===== config.mk =====
export PLATFORM = sky130hd
export DESIGN_NAME = sparam_sweep_sequencer_flat
export DESIGN_NICKNAME = d
export VERILOG_FILES = /design/src/rtl/sparam_pkg.sv /design/src/rtl/sparam_sweep_sequencer_if.sv /design/src/rtl/sparam_avg_accum.sv /design/src/rtl/sparam_sweep_sequencer.sv /design/src/flat_wrapper.sv
export SDC_FILE = /design/constraint.sdc
export NUM_CORES = 1
export LEC_CHECK = 0
export ABC_AREA = 1
export BUFFER_PORTS_ARGS = -buffer_cell sky130_fd_sc_hd__buf_2
export CELL_PAD_IN_SITES_DETAIL_PLACEMENT = 1
export CELL_PAD_IN_SITES_GLOBAL_PLACEMENT = 1
export CORE_MARGIN = 5
export CORE_UTILIZATION = 44
export DETAILED_ROUTE_END_ITERATION = 6
export GPL_ROUTABILITY_DRIVEN = 0
export PLACE_DENSITY = 0.88
export SYNTH_ARGS = -nofsm -noshare
export SYNTH_HDL_FRONTEND = slang
export SYNTH_HIERARCHICAL = 1
export SYNTH_SLANG_ARGS = --single-unit

===== constraint.sdc =====
create_clock -name clk -period 3.93 [get_ports clk]
set_input_delay 0.786 -clock clk [delete_from_list [all_inputs] [get_ports clk]]
set_output_delay 0.786 -clock clk [all_outputs]
set_load 0.01 [all_outputs]

===== src/rtl/sparam_pkg.sv =====
// Shared types and constants for the S-parameter sweep sequencer.
// The state enum is the reference encoding for the top-level FSM constants.
package sparam_pkg;

  typedef enum logic [1:0] {
    IDLE   = 2'd0,
    SETTLE = 2'd1,
    ACQ    = 2'd2,
    EMIT   = 2'd3
  } sweep_state_e;

  localparam logic MODE_FULL = 1'b0;
  localparam logic MODE_COL  = 1'b1;

  // Number of magnitude samples folded into one S entry.
  function automatic int unsigned avg_count(input int unsigned avg_log2);
    return 32'd1 << avg_log2;
  endfunction

endpackage


===== src/rtl/sparam_sweep_sequencer_if.sv =====
// Control, sample-stream and result-stream signals of the sweep sequencer.
// slave is the sequencer's view; master is the view of the front end / consumer.
interface sparam_sweep_sequencer_if #(
  parameter int NUM_PORTS = 4,
  parameter int SAMPLE_W  = 16
);
  localparam int IDX_W = $clog2(NUM_PORTS);

  logic                start;
  logic                mode;
  logic                abort;
  logic                busy;
  logic                done;
  logic                exc_en;
  logic [IDX_W-1:0]    exc_port;
  logic [IDX_W-1:0]    rx_port;
  logic                smp_valid;
  logic                smp_ready;
  logic [SAMPLE_W-1:0] smp_data;
  logic                res_valid;
  logic                res_ready;
  logic [IDX_W-1:0]    res_src;
  logic [IDX_W-1:0]    res_dst;
  logic [SAMPLE_W-1:0] res_data;

  modport master (
    output start, mode, abort, smp_valid, smp_data, res_ready,
    input  busy, done, exc_en, exc_port, rx_port, smp_ready,
           res_valid, res_src, res_dst, res_data
  );

  modport slave (
    input  start, mode, abort, smp_valid, smp_data, res_ready,
    output busy, done, exc_en, exc_port, rx_port, smp_ready,
           res_valid, res_src, res_dst, res_data
  );

endinterface


===== src/rtl/sparam_avg_accum.sv =====
// Sums 2^AVG_LOG2 unsigned samples and presents the truncated mean.
// full is asserted together with the add that completes the block.
module sparam_avg_accum
  import sparam_pkg::*;
#(
  parameter int SAMPLE_W = 16,
  parameter int AVG_LOG2 = 3
) (
  input  logic                clk,
  input  logic                rst,
  input  logic                clear,
  input  logic                add,
  input  logic [SAMPLE_W-1:0] data,
  output logic                full,
  output logic [SAMPLE_W-1:0] mean
);

  localparam int          ACC_W = SAMPLE_W + AVG_LOG2;
  localparam int          CNT_W = AVG_LOG2 + 1;
  localparam int unsigned N_AVG = avg_count(AVG_LOG2);
  localparam logic [CNT_W-1:0] CNT_LAST = CNT_W'(N_AVG - 1);

  logic [ACC_W-1:0] acc_r;
  logic [CNT_W-1:0] cnt_r;

  // Accumulator and sample counter; clear wins over a coincident add.
  always_ff @(posedge clk or posedge rst) begin
    if (rst) begin
      acc_r <= '0;
      cnt_r <= '0;
    end else if (clear) begin
      acc_r <= '0;
      cnt_r <= '0;
    end else if (add) begin
      acc_r <= acc_r + ACC_W'(data);
      cnt_r <= cnt_r + CNT_W'(1'b1);
    end
  end

  assign full = add && (cnt_r == CNT_LAST);
  assign mean = acc_r[ACC_W-1 -: SAMPLE_W];

endmodule


===== src/rtl/sparam_sweep_sequencer.sv =====
// Sweep controller stepping (excitation, receive) port pairs of an N-port network,
// settling after each excitation change and emitting one averaged result per S entry.
module sparam_sweep_sequencer
  import sparam_pkg::*;
#(
  parameter int NUM_PORTS     = 4,
  parameter int SAMPLE_W      = 16,
  parameter int AVG_LOG2      = 3,
  parameter int SETTLE_CYCLES = 8
) (
  input  logic                      clk,
  input  logic                      rst,
  sparam_sweep_sequencer_if.slave   bus
);

  localparam int IDX_W = $clog2(NUM_PORTS);
  localparam int SET_W = (SETTLE_CYCLES > 1) ? $clog2(SETTLE_CYCLES) : 1;

  localparam logic [1:0] ST_IDLE   = IDLE;
  localparam logic [1:0] ST_SETTLE = SETTLE;
  localparam logic [1:0] ST_ACQ    = ACQ;
  localparam logic [1:0] ST_EMIT   = EMIT;

  localparam logic [IDX_W-1:0] LAST_PORT   = IDX_W'(NUM_PORTS - 1);
  localparam logic [SET_W-1:0] LAST_SETTLE = SET_W'(SETTLE_CYCLES - 1);

  logic [1:0]          state_r;
  logic [1:0]          state_nxt_s;
  logic [SET_W-1:0]    settle_cnt_r;
  logic [SET_W-1:0]    settle_cnt_nxt_s;
  logic [IDX_W-1:0]    exc_port_r;
  logic [IDX_W-1:0]    exc_port_nxt_s;
  logic [IDX_W-1:0]    rx_port_r;
  logic [IDX_W-1:0]    rx_port_nxt_s;
  logic                mode_r;
  logic                mode_nxt_s;
  logic                done_nxt_s;
  logic                busy_r;
  logic                done_r;
  logic                exc_en_r;
  logic                smp_ready_r;
  logic                res_valid_r;
  logic                smp_fire_s;
  logic                res_fire_s;
  logic                acc_clear_s;
  logic                acc_full_s;
  logic [SAMPLE_W-1:0] acc_mean_s;

  assign smp_fire_s = bus.smp_valid && smp_ready_r;
  assign res_fire_s = res_valid_r && bus.res_ready;

  sparam_avg_accum #(
    .SAMPLE_W (SAMPLE_W),
    .AVG_LOG2 (AVG_LOG2)
  ) u_accum (
    .clk   (clk),
    .rst   (rst),
    .clear (acc_clear_s),
    .add   (smp_fire_s),
    .data  (bus.smp_data),
    .full  (acc_full_s),
    .mean  (acc_mean_s)
  );

  // Next-state logic; abort overrides every transition outside IDLE.
  always_comb begin
    state_nxt_s      = state_r;
    settle_cnt_nxt_s = settle_cnt_r;
    exc_port_nxt_s   = exc_port_r;
    rx_port_nxt_s    = rx_port_r;
    mode_nxt_s       = mode_r;
    done_nxt_s       = 1'b0;
    acc_clear_s      = 1'b0;
    if ((state_r != ST_IDLE) && bus.abort) begin
      state_nxt_s      = ST_IDLE;
      settle_cnt_nxt_s = '0;
      exc_port_nxt_s   = '0;
      rx_port_nxt_s    = '0;
      acc_clear_s      = 1'b1;
    end else begin
      case (state_r)
        ST_IDLE: begin
          if (bus.start && !bus.abort) begin
            state_nxt_s      = ST_SETTLE;
            mode_nxt_s       = bus.mode;
            settle_cnt_nxt_s = '0;
            exc_port_nxt_s   = '0;
            rx_port_nxt_s    = '0;
            acc_clear_s      = 1'b1;
          end else begin
            state_nxt_s = ST_IDLE;
          end
        end
        ST_SETTLE: begin
          if (settle_cnt_r == LAST_SETTLE) begin
            state_nxt_s      = ST_ACQ;
            settle_cnt_nxt_s = '0;
          end else begin
            settle_cnt_nxt_s = settle_cnt_r + SET_W'(1'b1);
          end
        end
        ST_ACQ: begin
          if (acc_full_s) begin
            state_nxt_s = ST_EMIT;
          end else begin
            state_nxt_s = ST_ACQ;
          end
        end
        ST_EMIT: begin
          if (res_fire_s) begin
            acc_clear_s = 1'b1;
            if (rx_port_r < LAST_PORT) begin
              rx_port_nxt_s = rx_port_r + IDX_W'(1'b1);
              state_nxt_s   = ST_ACQ;
            end else if ((mode_r == MODE_FULL) && (exc_port_r < LAST_PORT)) begin
              // New excitation port: the source must settle again.
              exc_port_nxt_s   = exc_port_r + IDX_W'(1'b1);
              rx_port_nxt_s    = '0;
              settle_cnt_nxt_s = '0;
              state_nxt_s      = ST_SETTLE;
            end else begin
              exc_port_nxt_s = '0;
              rx_port_nxt_s  = '0;
              done_nxt_s     = 1'b1;
              state_nxt_s    = ST_IDLE;
            end
          end else begin
            state_nxt_s = ST_EMIT;
          end
        end
        default: begin
          state_nxt_s = ST_IDLE;
          acc_clear_s = 1'b1;
        end
      endcase
    end
  end

  // State, indices and status outputs, all decoded from the next state so they are registered.
  always_ff @(posedge clk or posedge rst) begin
    if (rst) begin
      state_r      <= ST_IDLE;
      settle_cnt_r <= '0;
      exc_port_r   <= '0;
      rx_port_r    <= '0;
      mode_r       <= MODE_FULL;
      busy_r       <= 1'b0;
      done_r       <= 1'b0;
      exc_en_r     <= 1'b0;
      smp_ready_r  <= 1'b0;
      res_valid_r  <= 1'b0;
    end else begin
      state_r      <= state_nxt_s;
      settle_cnt_r <= settle_cnt_nxt_s;
      exc_port_r   <= exc_port_nxt_s;
      rx_port_r    <= rx_port_nxt_s;
      mode_r       <= mode_nxt_s;
      busy_r       <= (state_nxt_s != ST_IDLE);
      done_r       <= done_nxt_s;
      exc_en_r     <= (state_nxt_s != ST_IDLE);
      smp_ready_r  <= (state_nxt_s == ST_ACQ);
      res_valid_r  <= (state_nxt_s == ST_EMIT);
    end
  end

  assign bus.busy      = busy_r;
  assign bus.done      = done_r;
  assign bus.exc_en    = exc_en_r;
  assign bus.exc_port  = exc_port_r;
  assign bus.rx_port   = rx_port_r;
  assign bus.smp_ready = smp_ready_r;
  assign bus.res_valid = res_valid_r;
  assign bus.res_src   = exc_port_r;
  assign bus.res_dst   = rx_port_r;
  assign bus.res_data  = acc_mean_s;

endmodule


===== src/flat_wrapper.sv =====
// flat-port wrapper written by rule: the top's interface ports become plain ports
module sparam_sweep_sequencer_flat import sparam_pkg::*;
#(
  parameter int NUM_PORTS     = 4,
  parameter int SAMPLE_W      = 16,
  parameter int AVG_LOG2      = 3,
  parameter int SETTLE_CYCLES = 8
)
  (clk, rst, bus_start, bus_mode, bus_abort, bus_smp_valid, bus_smp_data, bus_res_ready, bus_busy, bus_done, bus_exc_en, bus_exc_port, bus_rx_port, bus_smp_ready, bus_res_valid, bus_res_src, bus_res_dst, bus_res_data);
  sparam_sweep_sequencer_if #(.NUM_PORTS(NUM_PORTS), .SAMPLE_W(SAMPLE_W)) bus_i ();
  input  logic clk;
  input  logic rst;
  input wire logic [$bits(bus_i.start)-1:0] bus_start;
  input wire logic [$bits(bus_i.mode)-1:0] bus_mode;
  input wire logic [$bits(bus_i.abort)-1:0] bus_abort;
  input wire logic [$bits(bus_i.smp_valid)-1:0] bus_smp_valid;
  input wire logic [$bits(bus_i.smp_data)-1:0] bus_smp_data;
  input wire logic [$bits(bus_i.res_ready)-1:0] bus_res_ready;
  output wire logic [$bits(bus_i.busy)-1:0] bus_busy;
  output wire logic [$bits(bus_i.done)-1:0] bus_done;
  output wire logic [$bits(bus_i.exc_en)-1:0] bus_exc_en;
  output wire logic [$bits(bus_i.exc_port)-1:0] bus_exc_port;
  output wire logic [$bits(bus_i.rx_port)-1:0] bus_rx_port;
  output wire logic [$bits(bus_i.smp_ready)-1:0] bus_smp_ready;
  output wire logic [$bits(bus_i.res_valid)-1:0] bus_res_valid;
  output wire logic [$bits(bus_i.res_src)-1:0] bus_res_src;
  output wire logic [$bits(bus_i.res_dst)-1:0] bus_res_dst;
  output wire logic [$bits(bus_i.res_data)-1:0] bus_res_data;
  assign bus_i.start = bus_start;
  assign bus_i.mode = bus_mode;
  assign bus_i.abort = bus_abort;
  assign bus_i.smp_valid = bus_smp_valid;
  assign bus_i.smp_data = bus_smp_data;
  assign bus_i.res_ready = bus_res_ready;
  assign bus_busy = bus_i.busy;
  assign bus_done = bus_i.done;
  assign bus_exc_en = bus_i.exc_en;
  assign bus_exc_port = bus_i.exc_port;
  assign bus_rx_port = bus_i.rx_port;
  assign bus_smp_ready = bus_i.smp_ready;
  assign bus_res_valid = bus_i.res_valid;
  assign bus_res_src = bus_i.res_src;
  assign bus_res_dst = bus_i.res_dst;
  assign bus_res_data = bus_i.res_data;
  sparam_sweep_sequencer #(.NUM_PORTS(NUM_PORTS), .SAMPLE_W(SAMPLE_W), .AVG_LOG2(AVG_LOG2), .SETTLE_CYCLES(SETTLE_CYCLES)) u_core (.clk(clk), .rst(rst), .bus(bus_i));
endmodule

**Word level (Yosys, flattened, before mapping)**

Index checks and enable logic that the tools add are counted.

- Add/subtract/negate cells: 5
- Order comparisons: 2
- Equal/unequal tests: 11
- Multiplexer cells: 38
- Bitwise operators: 2
- Reductions and logical operators: 17

Operators by type and width:

| cell | number |
|---|---|
| $mux W19 | 2 |
| $mux W2 | 12 |
| $add A19 B16 Y19 | 1 |
| $mux W3 | 6 |
| $mux W1 | 11 |
| $ne A3 B1 Y1 const B | 3 |
| $pmux W3 S3 | 1 |
| $eq A2 B2 Y1 const B | 4 |
| $mux W4 | 2 |
| $pmux W2 S2 | 2 |
| $pmux W2 S4 | 1 |
| $logic_and A1 B1 Y1 | 6 |
| $reduce_and A3 Y1 | 2 |
| $reduce_bool A2 Y1 | 3 |
| $reduce_and A5 Y1 | 1 |
| $add A2 B1 Y2 const B | 2 |
| $add A4 B1 Y4 const B | 1 |
| $eq A4 B3 Y1 const B | 1 |
| $lt A2 B2 Y1 const B | 2 |
| $reduce_and A4 Y1 | 1 |
| $reduce_bool A4 Y1 | 1 |
| $add A3 B1 Y3 const B | 1 |
| $eq A3 B3 Y1 const B | 1 |
| $ne A3 B2 Y1 const B | 1 |
| 6 further kinds | 7 |

- Bits in registers: 37
- Output and inout bits: 29
- Logic and storage cells: 86

**Logic depth before layout (Yosys ltp)**

- Depth after elaboration: 8
- Mapped depth: 14
- Gate-level depth less buffers: 14

**Hierarchy**

Netlist, hierarchy kept.

By module, submodules not included:

| module | instances | cells each | area each (sq um) | sequential area each (sq um) |
|---|---|---|---|---|
| sparam_avg_accum | 1 | 293 | 2034.5 | 575.6 |
| sparam_sweep_sequencer | 1 | 120 | 909.6 | 350.3 |

**Worst setup path after synthesis**

Ideal clock, no wire load.

- Kind: input-to-reg
- From: input port bus_abort
- To: register u_core.u_accum.acc_r[17]
- Arrival time: 2.155 ns
- Data required time: 3.811 ns
- Slack: 1.656 ns
- Stages on the path: 11
- Buffers on the path: 0
- Path through: inv_1 > nand3_1 > o21ai_0 > inv_1 > o21ai_0 > nor2_4 > inv_2 > nand2_1 > o21bai_1 > a21oi_1 > nor2_1

- Cells in the longest elaborated chain, start to end: 6
- Elaborated cells on any way between the ends: 8

Ends and longest elaborated chain:

| item | RTL line | RTL |
|---|---|---|
| from (decl) | flat_wrapper.sv:15 | `input wire logic [$bits(bus_i.abort)-1:0] bus_abort;` |
| $logic_not A1 Y1 | sparam_sweep_sequencer.sv:83 | `if (bus.start && !bus.abort) begin` |
| $logic_and A1 B1 Y1 | sparam_sweep_sequencer.sv:83 |  |
| $mux W1 | sparam_sweep_sequencer.sv:83 |  |
| $pmux W1 S2 | sparam_sweep_sequencer.sv:81 | `case (state_r)` |
| $mux W1 (*) | sparam_sweep_sequencer.sv:74 | `if ((state_r != ST_IDLE) && bus.abort) begin` |
| via u_core.acc_clear_s | sparam_sweep_sequencer.sv:45 | `logic acc_clear_s;` |
| $mux W19 / $reduce_bool A2 Y1 (equally long branches) | -- |  |
| to (signal assigned) | sparam_avg_accum.sv:35 | `acc_r <= acc_r + ACC_W'(data);` |
| to (decl) | sparam_avg_accum.sv:23 | `logic [ACC_W-1:0] acc_r;` |

The timed path passes the listed nets; every way through them passes the cells marked *.
A chain may end at the register's enable or synchronous reset.

**Final worst setup path**

- From: register u_core.state_r[1]
- To: register u_core.u_accum.acc_r[17]

- Cells in the longest elaborated chain, start to end: 4
- Elaborated cells on any way between the ends: 8

Ends and longest elaborated chain:

| item | RTL line | RTL |
|---|---|---|
| from (decl) | sparam_sweep_sequencer.sv:27 | `logic [1:0] state_r;` |
| from (signal assigned) | sparam_sweep_sequencer.sv:153 | `state_r <= state_nxt_s;` |
| $eq A2 B2 Y1 (tied with other cells) | sparam_sweep_sequencer.sv:81 |  |
| $pmux W1 S2 / $logic_and A1 B1 Y1 (equally long branches) | sparam_sweep_sequencer.sv:81, sparam_sweep_sequencer.sv:74 |  |
| $mux W1 (*) | sparam_sweep_sequencer.sv:74 |  |
| via u_core.acc_clear_s | sparam_sweep_sequencer.sv:45 |  |
| $mux W19 / $reduce_bool A2 Y1 (equally long branches) | -- |  |

Marked as above.

==> summary.md <==
| Metric | Value |
|---|---|
| Commonest cells after routing, fill and taps aside | `128 x nand2_1, 51 x buf_2, 39 x inv_1` |
| Largest net degree at the start of global routing | `24` |
| Synthesized area | `between 2000 and 3000 um^2` |
| Max-Cap Viols | `0` |
| Least-Margin Pin Slew | `976.9 ps` |
| Final min period | `2718 ps` |
| Global route overflow | `0` |
| Routed vias | `roughly 2700` |
| Clk sinks | `37` |
| Hold Fails Final Rpt | `0` |
| Mean post-synth cell area | `7.129 um^2` |
| Max-slew violations | `0` |
| Worst EP required | `4120 ps` |
| Fmax | `368.0 MHz` |
| Top FF cell, synth | `dfrtp_1` |
| Rel. slew slack | `34.80%` |
| CTS H-Tree Depth | `2` |
| Iteration-0 DRC Markers | `around 120` |
| WS Path Type | `flip-flop to flip-flop` |
| Seq/Total Area, Yosys | `31.45%` |
| Area Overhead vs Synth | `9.562%` |
| DRC Markers | `0` |
| Clk Latency, worst-skew pair | `between 200 and 300 ps` |
| TritonRoute pass-1 iters | `4` |
| Total power divided by cell area | `about 260 nW/um^2` |
| Synth area leader | `dfrtp_1` |
| Critical path peak fanout | `19` |
| Share of cells above drive strength 1 | `21.16%` |
| CTS tree | `done` |
| Top cell type's share of synthesized area | `31.45%` |
| Max clock buf depth | `2` |
| Vias in the first global route | `between 2000 and 3000` |
| Yosys reg bits | `37` |
| Peak VDD IR | `0.1464 mV` |
| Die Y | `approximately 92 um` |
| Largest cells by area after synthesis | `dfrtp_1 31%, nand2_1 16%, ha_1 11%, buf_4 5.4%, inv_1 5.0%` |
| Leakage | `1.916 nW` |
| Post-synth EDFFs | `0` |
| Diodes inserted | `0` |
| Wire per inst | `14.80 um` |
| Outcome | `finished clean` |
| Sum Neg Setup Slack | `0 ps` |
| Final ANT Viol Nets | `0` |
| Starting Density | `45.84%` |
| Commonest non-fill, non-tap cell in the layout | `nand2_1` |
| Layout fillers | `890` |
| Final Skew | `4.919 ps` |
| Die area | `8427 um^2` |
| Final worst setup slack | `1213 ps` |
| Yosys warns | `6` |
| Row cnt | `29` |
| GR Util All Layers | `19.39%` |
| Initial antenna violation count | `0` |
| I/O pins | `52` |
| Root buffer cell | `clkbuf_8` |
| WL met3 | `slightly below 300 um` |
| Pre-CTS setup slack | `around 1100 ps` |
| Core Util, Final | `about half` |
| CTS buffer count | `5` |
| Critical Path Sink Type | `flip-flop` |
| Port Buffers | `51` |
| Cells after Synth | `413` |
| Async S/R FF share, synth | `between 90% and 100%` |
| First-pass GRT wire length | `13610 um` |
| Startpoint types | `flip-flop` |
| Final WL | `7785 um` |
| Setup Fix Bufs, Post-CTS | `0` |
| Post-DP HPWL | `slightly above 6000 um` |
| Distinct cell type count of the synthesized netlist | `35` |
| Layout Nets | `497` |
| Metal-1 WL | `3674 um` |
| Wire length on met2 | `3773 um` |
| Worst Hold Class | `flip-flop to flip-flop` |
| Die Wd | `just over 90 um` |
| Area of the core | `6422 um^2` |
| Highest Signal Layer | `met4` |
| Clock transition at path regs | `80 ps` |
| Critical Path AT | `2910 ps` |
| RSZ-0062 raised after global routing | `false` |
| Setup Viol. Count Final | `0` |
| Vias/cell | `5.217` |
| Period utilisation layout | `69.15%` |
| Post_cts resized | `0` |
| Syn nets | `~460` |
| CTS Hold Buffers Added | `0` |
[through the flow]
stage | std cells | area [um^2] | hold WS (ps) | power, mW
floorplan | 413 | 2944 | 445.9 | 0.5088
global placement | 518 | 3129 | 464.1 | 0.5470
detailed placement | 518 | 3129 | 478.5 | 0.5534
CTS | 526 | 3226 | 497.7 | 0.8507
global route | 526 | 3226 | 536.1 | 0.8866
finish | 526 | 3226 | 491.2 | 0.8409
[Yosys cell counts (3+ instances only)]
cell type  instances
o21ai_0           11
nand2_2            9
nor2_2             5
nand3b_1           4
a22o_1             3
dfrtp_1           37
o21ai_1            3
a21oi_2            3
inv_1             39
ha_1              25
o21bai_1           3
nor2_1            36
nand3_1           26
nand2_1          128
a21oi_1           25
buf_4             21
nand4_1            3
inv_2              5
nand3_2            4
[metal layers]
metal,GRT usage [%],vias up
li1,-,1377
met4,3.465,0
met5,0,-
met3,3.273,5
met1,25.80,1315
met2,33.48,47
[final timing paths]
kind,start,cells after the start,endpoint,slack [ps]
worst max-delay path,u_core/state_r[1],12,u_core/u_accum/acc_r[17],1210
worst min-delay path,u_core/settle_cnt_r[1],2,u_core/settle_cnt_r[1],490
worst max register to register,u_core/state_r[1],12,u_core/u_accum/acc_r[17],1210
worst min register to register,u_core/settle_cnt_r[1],2,u_core/settle_cnt_r[1],490
max in group asynchronous,rst,2,u_core/u_accum/acc_r[14],2610
min in group asynchronous,rst,2,u_core/bus.exc_port[0],540
[state kept, by name (all words and copies together) (netlist names), 2 cells and up]
register and count:
u_core/u_accum/acc_r 19, u_core/state_r 2, u_core/u_accum/cnt_r 4, u_core/bus.exc_port 2
u_core/bus.res_dst 2, u_core/settle_cnt_r 3
[worst max-delay path, cell delays in order (launching register included)]
cell	delay (ps)
dfrtp_1	450
ha_1	380
inv_1	120
o21ai_0	210
inv_1	60
o21ai_0	480
nor2_4	240
inv_2	170
nand2_1	90
nor3_2	130
nand2_2	90
a21oi_1	140
nor2_1	60
[layout make-up]
cell class                 count  area (um^2)  area share [%]
multi-input combinational    309         1687           52.29
sequential                    37        925.9           28.70
timing repair buffer          51        255.2           7.913
inverter                      44        165.2           5.120
tap                           77        96.34           2.987
clock buffer                   6        82.58           2.560
clock inverter                 2        13.76          0.4267
[logic make-up (layout without fill, tap and decap cells)]
group,after synthesis,after routing,synth area share [%]
fa+ha+maj,26,26,11.30
flops,37,37,31.45
mux,1,1,0.3825
buf+inv,67,103,11.26
compound gates,49,49,9.520
simple gates,233,233,36.08
[power breakdown]
part	switching, mW	internal (mW)
registers	0.00915	0.393
logic	0.0970	0.0471
clock network	0.152	0.142
total	0.258	0.583
Power figures use the tool's default switching activity.
